--- src/rtl/tl_a_rr_arbiter.sv ---
// ----------------------------------------------------------------------------
// tl_a_rr_arbiter
//   Arbitrates NUM_IN TileLink-style A-channel request streams onto a single
//   downstream port through one registered output stage. Grant policy is
//   fixed priority (RR_MODE=0, lowest index wins) or round-robin (RR_MODE=1).
//   A multi-beat Put message locks the grant to its source until its last
//   beat has been accepted.
//
// Ports
//   clock                sole clock
//   reset                asynchronous active-low reset
//   io_in_valid/ready    per-channel handshake (ready is combinational)
//   io_in_bits_*         packed per-channel opcode/size/address/data
//   io_out_ready         downstream accept
//   io_out_valid/bits_*  registered output beat
//   io_out_chosen        source channel of the current output beat
// ----------------------------------------------------------------------------
module tl_a_rr_arbiter #(
    parameter int NUM_IN  = 4,
    parameter int ADDR_W  = 32,
    parameter int DATA_W  = 32,
    parameter int SIZE_W  = 4,
    parameter int RR_MODE = 1
) (
    input  logic                       clock,
    input  logic                       reset,
    input  logic [NUM_IN-1:0]          io_in_valid,
    output logic [NUM_IN-1:0]          io_in_ready,
    input  logic [3*NUM_IN-1:0]        io_in_bits_opcode,
    input  logic [SIZE_W*NUM_IN-1:0]   io_in_bits_size,
    input  logic [ADDR_W*NUM_IN-1:0]   io_in_bits_address,
    input  logic [DATA_W*NUM_IN-1:0]   io_in_bits_data,
    input  logic                       io_out_ready,
    output logic                       io_out_valid,
    output logic [2:0]                 io_out_bits_opcode,
    output logic [SIZE_W-1:0]          io_out_bits_size,
    output logic [ADDR_W-1:0]          io_out_bits_address,
    output logic [DATA_W-1:0]          io_out_bits_data,
    output logic [$clog2(NUM_IN)-1:0]  io_out_chosen
);

    localparam int CH_W          = $clog2(NUM_IN);
    localparam int LOG_BPB       = $clog2(DATA_W / 8);
    localparam int MAX_LOG_BEATS = (2 ** SIZE_W) - 1 - LOG_BPB;
    localparam int CNT_W         = (MAX_LOG_BEATS > 0) ? MAX_LOG_BEATS : 1;

    // Output stage and arbitration state
    logic              out_valid_q, out_valid_d;
    logic [2:0]        out_opcode_q, out_opcode_d;
    logic [SIZE_W-1:0] out_size_q, out_size_d;
    logic [ADDR_W-1:0] out_addr_q, out_addr_d;
    logic [DATA_W-1:0] out_data_q, out_data_d;
    logic [CH_W-1:0]   chosen_q, chosen_d;
    logic              lock_q, lock_d;
    logic [CH_W-1:0]   lock_id_q, lock_id_d;
    logic [CNT_W-1:0]  beat_cnt_q, beat_cnt_d;
    logic [CH_W-1:0]   last_grant_q, last_grant_d;

    // Combinational arbitration signals
    logic              can_load_s;
    logic              any_valid_s;
    logic              fire_s;
    logic [CH_W-1:0]   grant_s;
    int                best_dist_s;
    logic [2:0]        sel_opcode_s;
    logic [SIZE_W-1:0] sel_size_s;
    logic [ADDR_W-1:0] sel_addr_s;
    logic [DATA_W-1:0] sel_data_s;
    logic              multi_beat_s;
    logic [CNT_W-1:0]  burst_len_m1_s;

    assign can_load_s  = ~out_valid_q | io_out_ready;
    assign any_valid_s = |io_in_valid;
    assign fire_s      = |(io_in_valid & io_in_ready);

    // Grant selection: lock owner, else round-robin distance from last grant, else lowest index
    always_comb begin
        grant_s     = '0;
        best_dist_s = NUM_IN;
        if (lock_q) begin
            grant_s = lock_id_q;
        end else if (RR_MODE != 0) begin
            // Distance 0 is the channel right after last_grant; smallest valid distance wins
            for (int i = 0; i < NUM_IN; i++) begin
                if (io_in_valid[i] &&
                    (((i + NUM_IN - int'(last_grant_q) - 1) % NUM_IN) < best_dist_s)) begin
                    best_dist_s = (i + NUM_IN - int'(last_grant_q) - 1) % NUM_IN;
                    grant_s     = CH_W'(i);
                end else begin
                end
            end
        end else begin
            for (int i = NUM_IN - 1; i >= 0; i--) begin
                if (io_in_valid[i]) begin
                    grant_s = CH_W'(i);
                end else begin
                end
            end
        end
    end

    // Ready goes only to the granted channel; it never looks at that channel's own valid
    always_comb begin
        io_in_ready = '0;
        for (int i = 0; i < NUM_IN; i++) begin
            io_in_ready[i] = reset & can_load_s & any_valid_s & (grant_s == CH_W'(i));
        end
    end

    // Mux out the granted channel's request fields
    always_comb begin
        sel_opcode_s = '0;
        sel_size_s   = '0;
        sel_addr_s   = '0;
        sel_data_s   = '0;
        for (int i = 0; i < NUM_IN; i++) begin
            if (grant_s == CH_W'(i)) begin
                sel_opcode_s = io_in_bits_opcode[i*3 +: 3];
                sel_size_s   = io_in_bits_size[i*SIZE_W +: SIZE_W];
                sel_addr_s   = io_in_bits_address[i*ADDR_W +: ADDR_W];
                sel_data_s   = io_in_bits_data[i*DATA_W +: DATA_W];
            end else begin
            end
        end
    end

    // Put messages wider than one data beat become bursts of 2^size / bytes-per-beat.
    // At the largest size the shift wraps to zero, so subtracting one still yields all-ones.
    assign multi_beat_s   = ((sel_opcode_s == 3'd0) || (sel_opcode_s == 3'd1)) &&
                            (sel_size_s > SIZE_W'(LOG_BPB));
    assign burst_len_m1_s = (CNT_W'(1) << (sel_size_s - SIZE_W'(LOG_BPB))) - CNT_W'(1);

    // Next-state: load on fire, drain on handshake, maintain lock and round-robin pointer
    always_comb begin
        out_valid_d  = out_valid_q;
        out_opcode_d = out_opcode_q;
        out_size_d   = out_size_q;
        out_addr_d   = out_addr_q;
        out_data_d   = out_data_q;
        chosen_d     = chosen_q;
        lock_d       = lock_q;
        lock_id_d    = lock_id_q;
        beat_cnt_d   = beat_cnt_q;
        last_grant_d = last_grant_q;
        if (fire_s) begin
            out_valid_d  = 1'b1;
            out_opcode_d = sel_opcode_s;
            out_size_d   = sel_size_s;
            out_addr_d   = sel_addr_s;
            out_data_d   = sel_data_s;
            chosen_d     = grant_s;
            if (lock_q) begin
                // Continuation beat: count down; the beat taking the count to zero ends the lock
                beat_cnt_d = beat_cnt_q - CNT_W'(1);
                lock_d     = (beat_cnt_q != CNT_W'(1));
            end else begin
                last_grant_d = grant_s;
                if (multi_beat_s) begin
                    lock_d     = 1'b1;
                    lock_id_d  = grant_s;
                    beat_cnt_d = burst_len_m1_s;
                end else begin
                    lock_d = 1'b0;
                end
            end
        end else if (io_out_ready) begin
            out_valid_d = 1'b0;
        end else begin
            out_valid_d = out_valid_q;
        end
    end

    // State registers
    always_ff @(posedge clock or negedge reset) begin
        if (!reset) begin
            out_valid_q  <= 1'b0;
            out_opcode_q <= 3'd0;
            out_size_q   <= '0;
            out_addr_q   <= '0;
            out_data_q   <= '0;
            chosen_q     <= '0;
            lock_q       <= 1'b0;
            lock_id_q    <= '0;
            beat_cnt_q   <= '0;
            last_grant_q <= CH_W'(NUM_IN - 1);
        end else begin
            out_valid_q  <= out_valid_d;
            out_opcode_q <= out_opcode_d;
            out_size_q   <= out_size_d;
            out_addr_q   <= out_addr_d;
            out_data_q   <= out_data_d;
            chosen_q     <= chosen_d;
            lock_q       <= lock_d;
            lock_id_q    <= lock_id_d;
            beat_cnt_q   <= beat_cnt_d;
            last_grant_q <= last_grant_d;
        end
    end

    assign io_out_valid        = out_valid_q;
    assign io_out_bits_opcode  = out_opcode_q;
    assign io_out_bits_size    = out_size_q;
    assign io_out_bits_address = out_addr_q;
    assign io_out_bits_data    = out_data_q;
    assign io_out_chosen       = chosen_q;

endmodule

--- config.mk ---
export PLATFORM = sky130hd
export DESIGN_NAME = tl_a_rr_arbiter
export DESIGN_NICKNAME = d
export VERILOG_FILES = /design/src/rtl/tl_a_rr_arbiter.sv
export SDC_FILE = /design/constraint.sdc
export NUM_CORES = 1
export LEC_CHECK = 0
export BUFFER_PORTS_ARGS = -buffer_cell sky130_fd_sc_hd__buf_4
export CELL_PAD_IN_SITES_DETAIL_PLACEMENT = 0
export CELL_PAD_IN_SITES_GLOBAL_PLACEMENT = 2
export CORE_ASPECT_RATIO = 1.75
export CORE_UTILIZATION = 25
export CTS_BUF_LIST = sky130_fd_sc_hd__clkbuf_16
export CTS_CLUSTER_SIZE = 10
export DETAILED_ROUTE_END_ITERATION = 16
export GPL_TIMING_DRIVEN = 1
export MAX_ROUTING_LAYER = met4
export PLACE_DENSITY = 0.92
export SKIP_LAST_GASP = 1
export SYNTH_ARGS = -nofsm -noshare
export SYNTH_HDL_FRONTEND = slang
export SYNTH_SLANG_ARGS = --single-unit
--- constraint.sdc ---
create_clock -name clock -period 14.75 [get_ports clock]
set_input_delay 1.475 -clock clock [delete_from_list [all_inputs] [get_ports clock]]
set_output_delay 1.475 -clock clock [all_outputs]
set_load 0.05 [all_outputs]
=== Yosys cells after proc, flatten, opt, wreduce, memory -nomap -nowiden ===
Cells that the tools add are included.

* Multiplexer cells: 32
* Equality and inequality tests: 5
* Shift operators: 1
* Bitwise gates (word level): 14
* Magnitude comparators: 5
* Reduce and logical (&&, ||, !) cells: 19
* Add/sub/neg operators: 11

{| class="wikitable"
|+ Operators by type and width
! kind !! count
|-
| two-way mux 32 bit || 14
|-
| less-than comparator 3 x 32 -> 1 bit || 3
|-
| two-way mux 13 bit || 2
|-
| subtractor 4 x 2 -> 5 bit (second input constant) || 4
|-
| two-way mux 4 bit || 4
|-
| subtractor 3 x 2 -> 4 bit (first input constant) || 4
|-
| inequality test 13 x 1 -> 1 bit (second input constant) || 1
|-
| << shifter 1 x 4 -> 13 bit (first input constant) || 1
|-
| subtractor 13 x 1 -> 13 bit (second input constant) || 1
|-
| subtractor 13 x 2 -> 13 bit (second input constant) || 1
|-
| two-way mux 3 bit || 4
|-
| AND 1 bit || 10
|-
| OR reduction 2 bit || 4
|-
| OR reduction 4 bit || 2
|-
| two-way mux 2 bit || 3
|-
| logical AND 1 bit || 5
|-
| two-way mux 1 bit || 5
|-
| AND 4 bit || 1
|-
| == test 2 bit (second input constant) || 2
|-
| greater-than comparator 4 x 2 -> 1 bit (second input constant) || 1
|-
| less-than comparator 3 x 4 -> 1 bit (second input constant) || 1
|-
| AND reduction 2 bit || 2
|-
| nonzero test 2 bit || 2
|-
| subtractor 4 x 2 -> 4 bit (second input constant) || 1
|-
| other kinds (8) || 9
|}

* Word-level logic and storage cells: 97
* Register bits after elaboration: 92
* Input port bits: 291
* Output and inout port bits: 78

=== Logic depth before layout (Yosys ltp) ===
* Word-level depth: 30
* Mapped depth: 31
* Gate-level depth less buffers: 27

=== Worst setup path after synthesis ===
OpenSTA, ideal clock, no wires.

* Path kind: input to output
* Start point: input io_in_valid[0]
* End point: output io_in_ready[1]
* Stages: 20
* Path slack: 6.710 ns
* Data arrival time: 6.565 ns
* Path buffers: 4
* Data required time: 13.275 ns
* Cell sequence: clkbuf_1 ha_1 nor3b_2 o221ai_4 or3_1 a21boi_0 ha_1 or3b_1 nor3b_2 a21oi_1 nand2_1 o21ai_0 ha_1 a21o_1 nor4_1 a311oi_4 buf_4 clkbuf_1 clkbuf_1 nor3_1

* Word-level cells in the longest chain between the ends: 17
* Elaborated cells on any way between the ends: 21
* Classes of those cells: order compare (3); eq/ne (1); mux (10); bitwise (2); reduce/logical (5)

{| class="wikitable"
|+ RTL lines
! what !! RTL line !! source
|-
| start, declared || 27 || <nowiki>input logic [NUM_IN-1:0] io_in_valid,</nowiki>
|-
| logical AND 1 bit || 85 || <nowiki>if (io_in_valid[i] &&</nowiki>
|-
| two-way mux 32 bit || 85 ||
|-
| two-way mux 32 bit || 80 || <nowiki>if (lock_q) begin</nowiki>
|-
| less-than comparator 3 x 32 -> 1 bit || 86 || <nowiki>(((i + NUM_IN - int'(last_grant_q) - 1) % NUM_IN) < best_dist_s)) begin</nowiki>
|-
| logical AND 1 bit || 85 ||
|-
| two-way mux 32 bit || 85 ||
|-
| two-way mux 32 bit || 80 ||
|-
| less-than comparator 3 x 32 -> 1 bit || 86 ||
|-
| logical AND 1 bit || 85 ||
|-
| two-way mux 32 bit || 85 ||
|-
| two-way mux 32 bit || 80 ||
|-
| less-than comparator 3 x 32 -> 1 bit || 86 ||
|-
| logical AND 1 bit || 85 ||
|-
| two-way mux 2 bit || 85 ||
|-
| two-way mux 2 bit || 80 ||
|-
| == test 2 x 1 -> 1 bit || 106 || <nowiki>io_in_ready[i] = reset & can_load_s & any_valid_s & (grant_s == CH_W'(i));</nowiki>
|-
| AND 1 bit (*) || 106 ||
|-
| end, declared || 28 || <nowiki>output logic [NUM_IN-1:0] io_in_ready,</nowiki>
|}

Every way passes the cells marked *; elsewhere a longest branch is shown, timed or not. The select of a mux whose other input is x is not followed.

=== Worst setup path in the final report ===
* Start point: register last_grant_q[0]
* End point: output io_in_ready[3]

* Word-level cells in the longest chain between the ends: 22
* Elaborated cells on any way between the ends: 36
* Classes of those cells: add/sub (8); order compare (4); eq/ne (1); mux (10); bitwise (5); reduce/logical (8)

{| class="wikitable"
|+ RTL lines
! what !! RTL line !! source
|-
| start, declared || 57 || <nowiki>logic [CH_W-1:0] last_grant_q, last_grant_d;</nowiki>
|-
| start signal, assigned || 185 || <nowiki>last_grant_q <= CH_W'(NUM_IN - 1);</nowiki>
|-
| start signal, assigned || 196 || <nowiki>last_grant_q <= last_grant_d;</nowiki>
|-
| subtractor 3 x 2 -> 4 bit || 86, 87 ||
|-
| subtractor 4 x 2 -> 5 bit || 86, 87 ||
|-
| OR reduction 2 bit (no line) || - ||
|-
| AND 1 bit (no line) || - ||
|-
| less-than comparator 3 x 4 -> 1 bit || 86 ||
|-
| logical AND 1 bit || 85 ||
|-
| two-way mux 32 bit || 85 ||
|-
| two-way mux 32 bit || 80 ||
|-
| [... 6 more ...] || - ||
|-
| two-way mux 32 bit || 85 ||
|-
| two-way mux 32 bit || 80 ||
|-
| less-than comparator 3 x 32 -> 1 bit || 86 ||
|-
| logical AND 1 bit || 85 ||
|-
| two-way mux 2 bit (*) || 85 ||
|-
| two-way mux 2 bit (*) || 80 ||
|-
| == test 2 bit (*) || 106 ||
|-
| AND 1 bit (*) || 106 ||
|}

Marks and branches as above.

==> out/qor.yml <==
global_route:
  antenna_found_initial: 0
  grt_overflow_total: 0
  track_usage_pct: 20.2
  grt_pass1_vias: 7758
  grt_max_degree: 79
  grt_pass1_wl_um: 42900
setup_path:
  crit_family: "compound AO/OA/AOI/OAI gates"
  worstReg2RegStart: "last_grant_q[0]$_DFFE_PN1P_"
  crit_buf_inv: 3
  worstSetupPathType: "reg2out"
  cp.required_ns: 13.28
  rr_worst_depth: 25
  path_common_cell: "ha_1"
  crit_arrival_ns: 6.71
  cp_slowest_stage_delay_ns: 0.65
  start_kind: "flip-flop"
  path_cells: "inv_1 > ha_1 > and3b_1 > ha_1 > nor2b_1 > o221ai_4 > or3_1 > a21boi_0 > ha_1 > or3b_1 > o21ai_0 > a21oi_1 > o21ai_0 > ha_1 > nor3_1 > o211ai_1 > a21oi_4 > buf_4 > nand2_1 > nor2_1 > buf_4"
  path_depth: 21
  worst-path-max-fanout: 52
  cp_slowest_cell: "dfstp_2"
  crit_path_start: "last_grant_q[0]$_DFFE_PN1P_"
  end_kind: "primary output"
placement:
  place_ws_ns: 6.73
  finalWeightedCongestion: 0.874
  io_buffer_count: 368
  dpl.hpwl_um: 21200
clock_tree:
  cts_resized: 0
  clock_latency_ns: 0.36
  cts_root_buffer: "clkbuf_16"
  cts_buffers: 9
  cts_tree: "yes"
  cts.clk_slew.worst_paths_ns: 0.07
  cts_sinks: 92
  clockBufferDepth: 2
  cts_setup_buffers: 0
  cts_hold_buffers: 0
  htreeDepth: 3
timing:
  rsz0062_at_grt: "false"
  drv_slew: 0
  worst_pin_slew_ns: 1.02
  skew_ns: 0.00811
  setup_slack_ns: 6.57
  max_freq_mhz: 122
  final_hold_viol_count: 0
  holdWs_ns: 0.479
  relSlewSlack_pct: 32.3
  finalSetupViolations: 0
  finalSetupTns_ns: 0
  fin_crit_sh_pct: 55.5
  period_needed_ns: 8.18
yosys:
  async_reset_ff_share_pct: 100
  syn_area_mm2: 0.00694
  syn_nets: 1332
  synth_flop_cell: "dfrtp_1"
  avgSynthCellArea_um2: 6.76
  ys_warn_count: 0
  synthCells: 1027
  ys_ff_latch: 92
  seq_area_frac_synth_pct: 33.2
  synth_edf_count: 0
  synth_cell_types: 66
die:
  initial_core_util_pct: 25.4
  die_h_um: 222
  core_mm2: 0.0273
  die_area_mm2: 0.0285
  pin_count: 369
  rows: 80
  die_w_um: 128
detailed_routing:
  ant_nets: 0
  top_layer: "met4"
  drtIter0Drc: 459
  num_vias: 8046
  wl_met1_um: 10900
  wl_met2_um: 14900
  wl_met3_um: 1100
  routed_wl_um: 27800
  via_per_inst: 4.70
  drcViolationCount: 0
  avgRoutedWirePerCell_um: 16.2
  firstDrtPassIters: 5
final_layout:
  seq_area_mm2: 0.00230
  fill_cells: 2943
  multiInputGateArea_mm2: 0.00430
  nets: 1646
  area_delta_synth_final_pct: 47.5
  drive_above_1_share_pct: 30.9
  diodes: 0
worst_hold_path:
  hp-start: "io_out_bits_data[29]$_DFFE_PN0P_"
  hold_depth: 2
  holdCritPathClass: "reg2reg"
power_and_ir_drop:
  power.leakage_nw: 5.23
  ir_drop_mv: 0.196
  powerDensity_mw_per_mm2: 295
run:
  cap_viol_max_count: 0
run_status:
  status: "complete, no violations"
-- cells in the final DEF, fill, tap and decap left out, drive strengths merged, types with 5 or more instances in the layout --
cell	instances
ha	14
nor2	22
o31ai	6
o21ai	151
a21o	5
clkbuf	9
mux2	9
nor3	15
nand2	430
inv	14
nand3	76
o211ai	11
dfrtp	90
mux2i	18
a21oi	16
buf	378
or3	5
-- state kept, by name, indices dropped and copies added, names as in the netlist --
register / cells
last_grant_q: 2
io_out_bits_size: 4
io_out_valid: 1
io_out_bits_address: 32
lock_q: 1
beat_cnt_q: 13
io_out_bits_data: 32
lock_id_q: 2
io_out_chosen: 2
io_out_bits_opcode: 3
-- worst register-to-register path, delay by kind of cell (launching register included) --
kind / cells / cell delay (ns)
multiplexers: 2 / 0.59
adder cells (fa/ha/maj): 5 / 1.40
flip-flops: 1 / 0.65
buffers and inverters: 1 / 0.13
AND/OR/NAND/NOR: 8 / 2.56
AO/OA/AOI/OAI: 9 / 2.15
-- stage by stage --
| stage | area (um^2) | total power, mW | util (%) | instances |
|---|---|---|---|---|
| CTS | 10200 | 3.06 | 37.5 | 1713 |
| global placement | 9940 | 2.79 | 36.4 | 1699 |
| floorplan | 6940 | 2.16 | - | 1027 |
| detailed placement | 9940 | 2.80 | 36.4 | 1699 |
| finish | 10200 | 3.02 | 37.5 | 1713 |
| global route | 10200 | 3.32 | 37.5 | 1713 |
-- routing by layer --
layer	global-route usage, %	vias to the layer above
li1	-	4096
met1	23.0	3644
met2	35.7	263
met3	2.26	43
met4	8.20	0
met5	-	-
-- logic make-up (layout without fill, tap and decap cells) --
family | Yosys count | after routing | share of synthesized area, %
compound gates | 219 | 219 | 18.8
xor+xnor | 2 | 2 | 0.252
fa+ha+maj | 14 | 14 | 2.52
buf+inv | 87 | 404 | 5.25
flops | 92 | 92 | 33.2
mux | 27 | 27 | 4.22
other cells | 1 | 1 | 0.0540
simple gates | 585 | 585 | 35.7
-- final cells by class --
class,count,area share (%)
Clock buffer,9,2.20
Timing Repair Buffer,378,27.7
Sequential cell,92,22.5
Inverter,12,0.440
Clock inverter,5,0.696
Tap cell,369,4.51
Multi-Input combinational cell,848,41.9
-- path summary, 6_finish.rpt --
path / to / slack, ns
setup / recovery: io_in_ready[3] / 6.57
hold / removal: io_out_bits_data[29]$_DFFE_PN0P_ / 0.48
setup reg to reg: beat_cnt_q[8]$_DFFE_PN0P_ / 7.22
hold reg to reg: io_out_bits_data[29]$_DFFE_PN0P_ / 0.48
max in group asynchronous: io_out_bits_address[9]$_DFFE_PN0P_ / 12.44
min in group asynchronous: io_out_chosen[1]$_DFFE_PN0P_ / 1.00
-- synthesized netlist by cell type, types with 5 or more instances --
cell type	n	area [um^2]
o21ai_1	30	150
o21ai_0	121	606
buf_2	15	75.1
a21oi_1	15	75.1
ha_1	14	175
nand2_1	430	1610
buf_1	9	33.8
mux2_2	7	78.8
nor3_1	13	65.1
mux2i_1	16	160
nor2_1	22	82.6
nand3_1	76	380
o31ai_1	5	37.5
or3_1	5	31.3
o211ai_1	9	67.6
dfrtp_1	90	2250
inv_1	12	45.0
a21o_1	5	37.5
clkbuf_1	47	176
-- report_power, final --
part	leakage (nW)	total [mW]	internal (mW)	switching, mW
Sequential	1.12	0.465	0.381	0.0840
Clock	0.151	0.249	0.145	0.104
Combinational	3.96	2.31	0.730	1.58
Power figures use the tool's default switching activity.
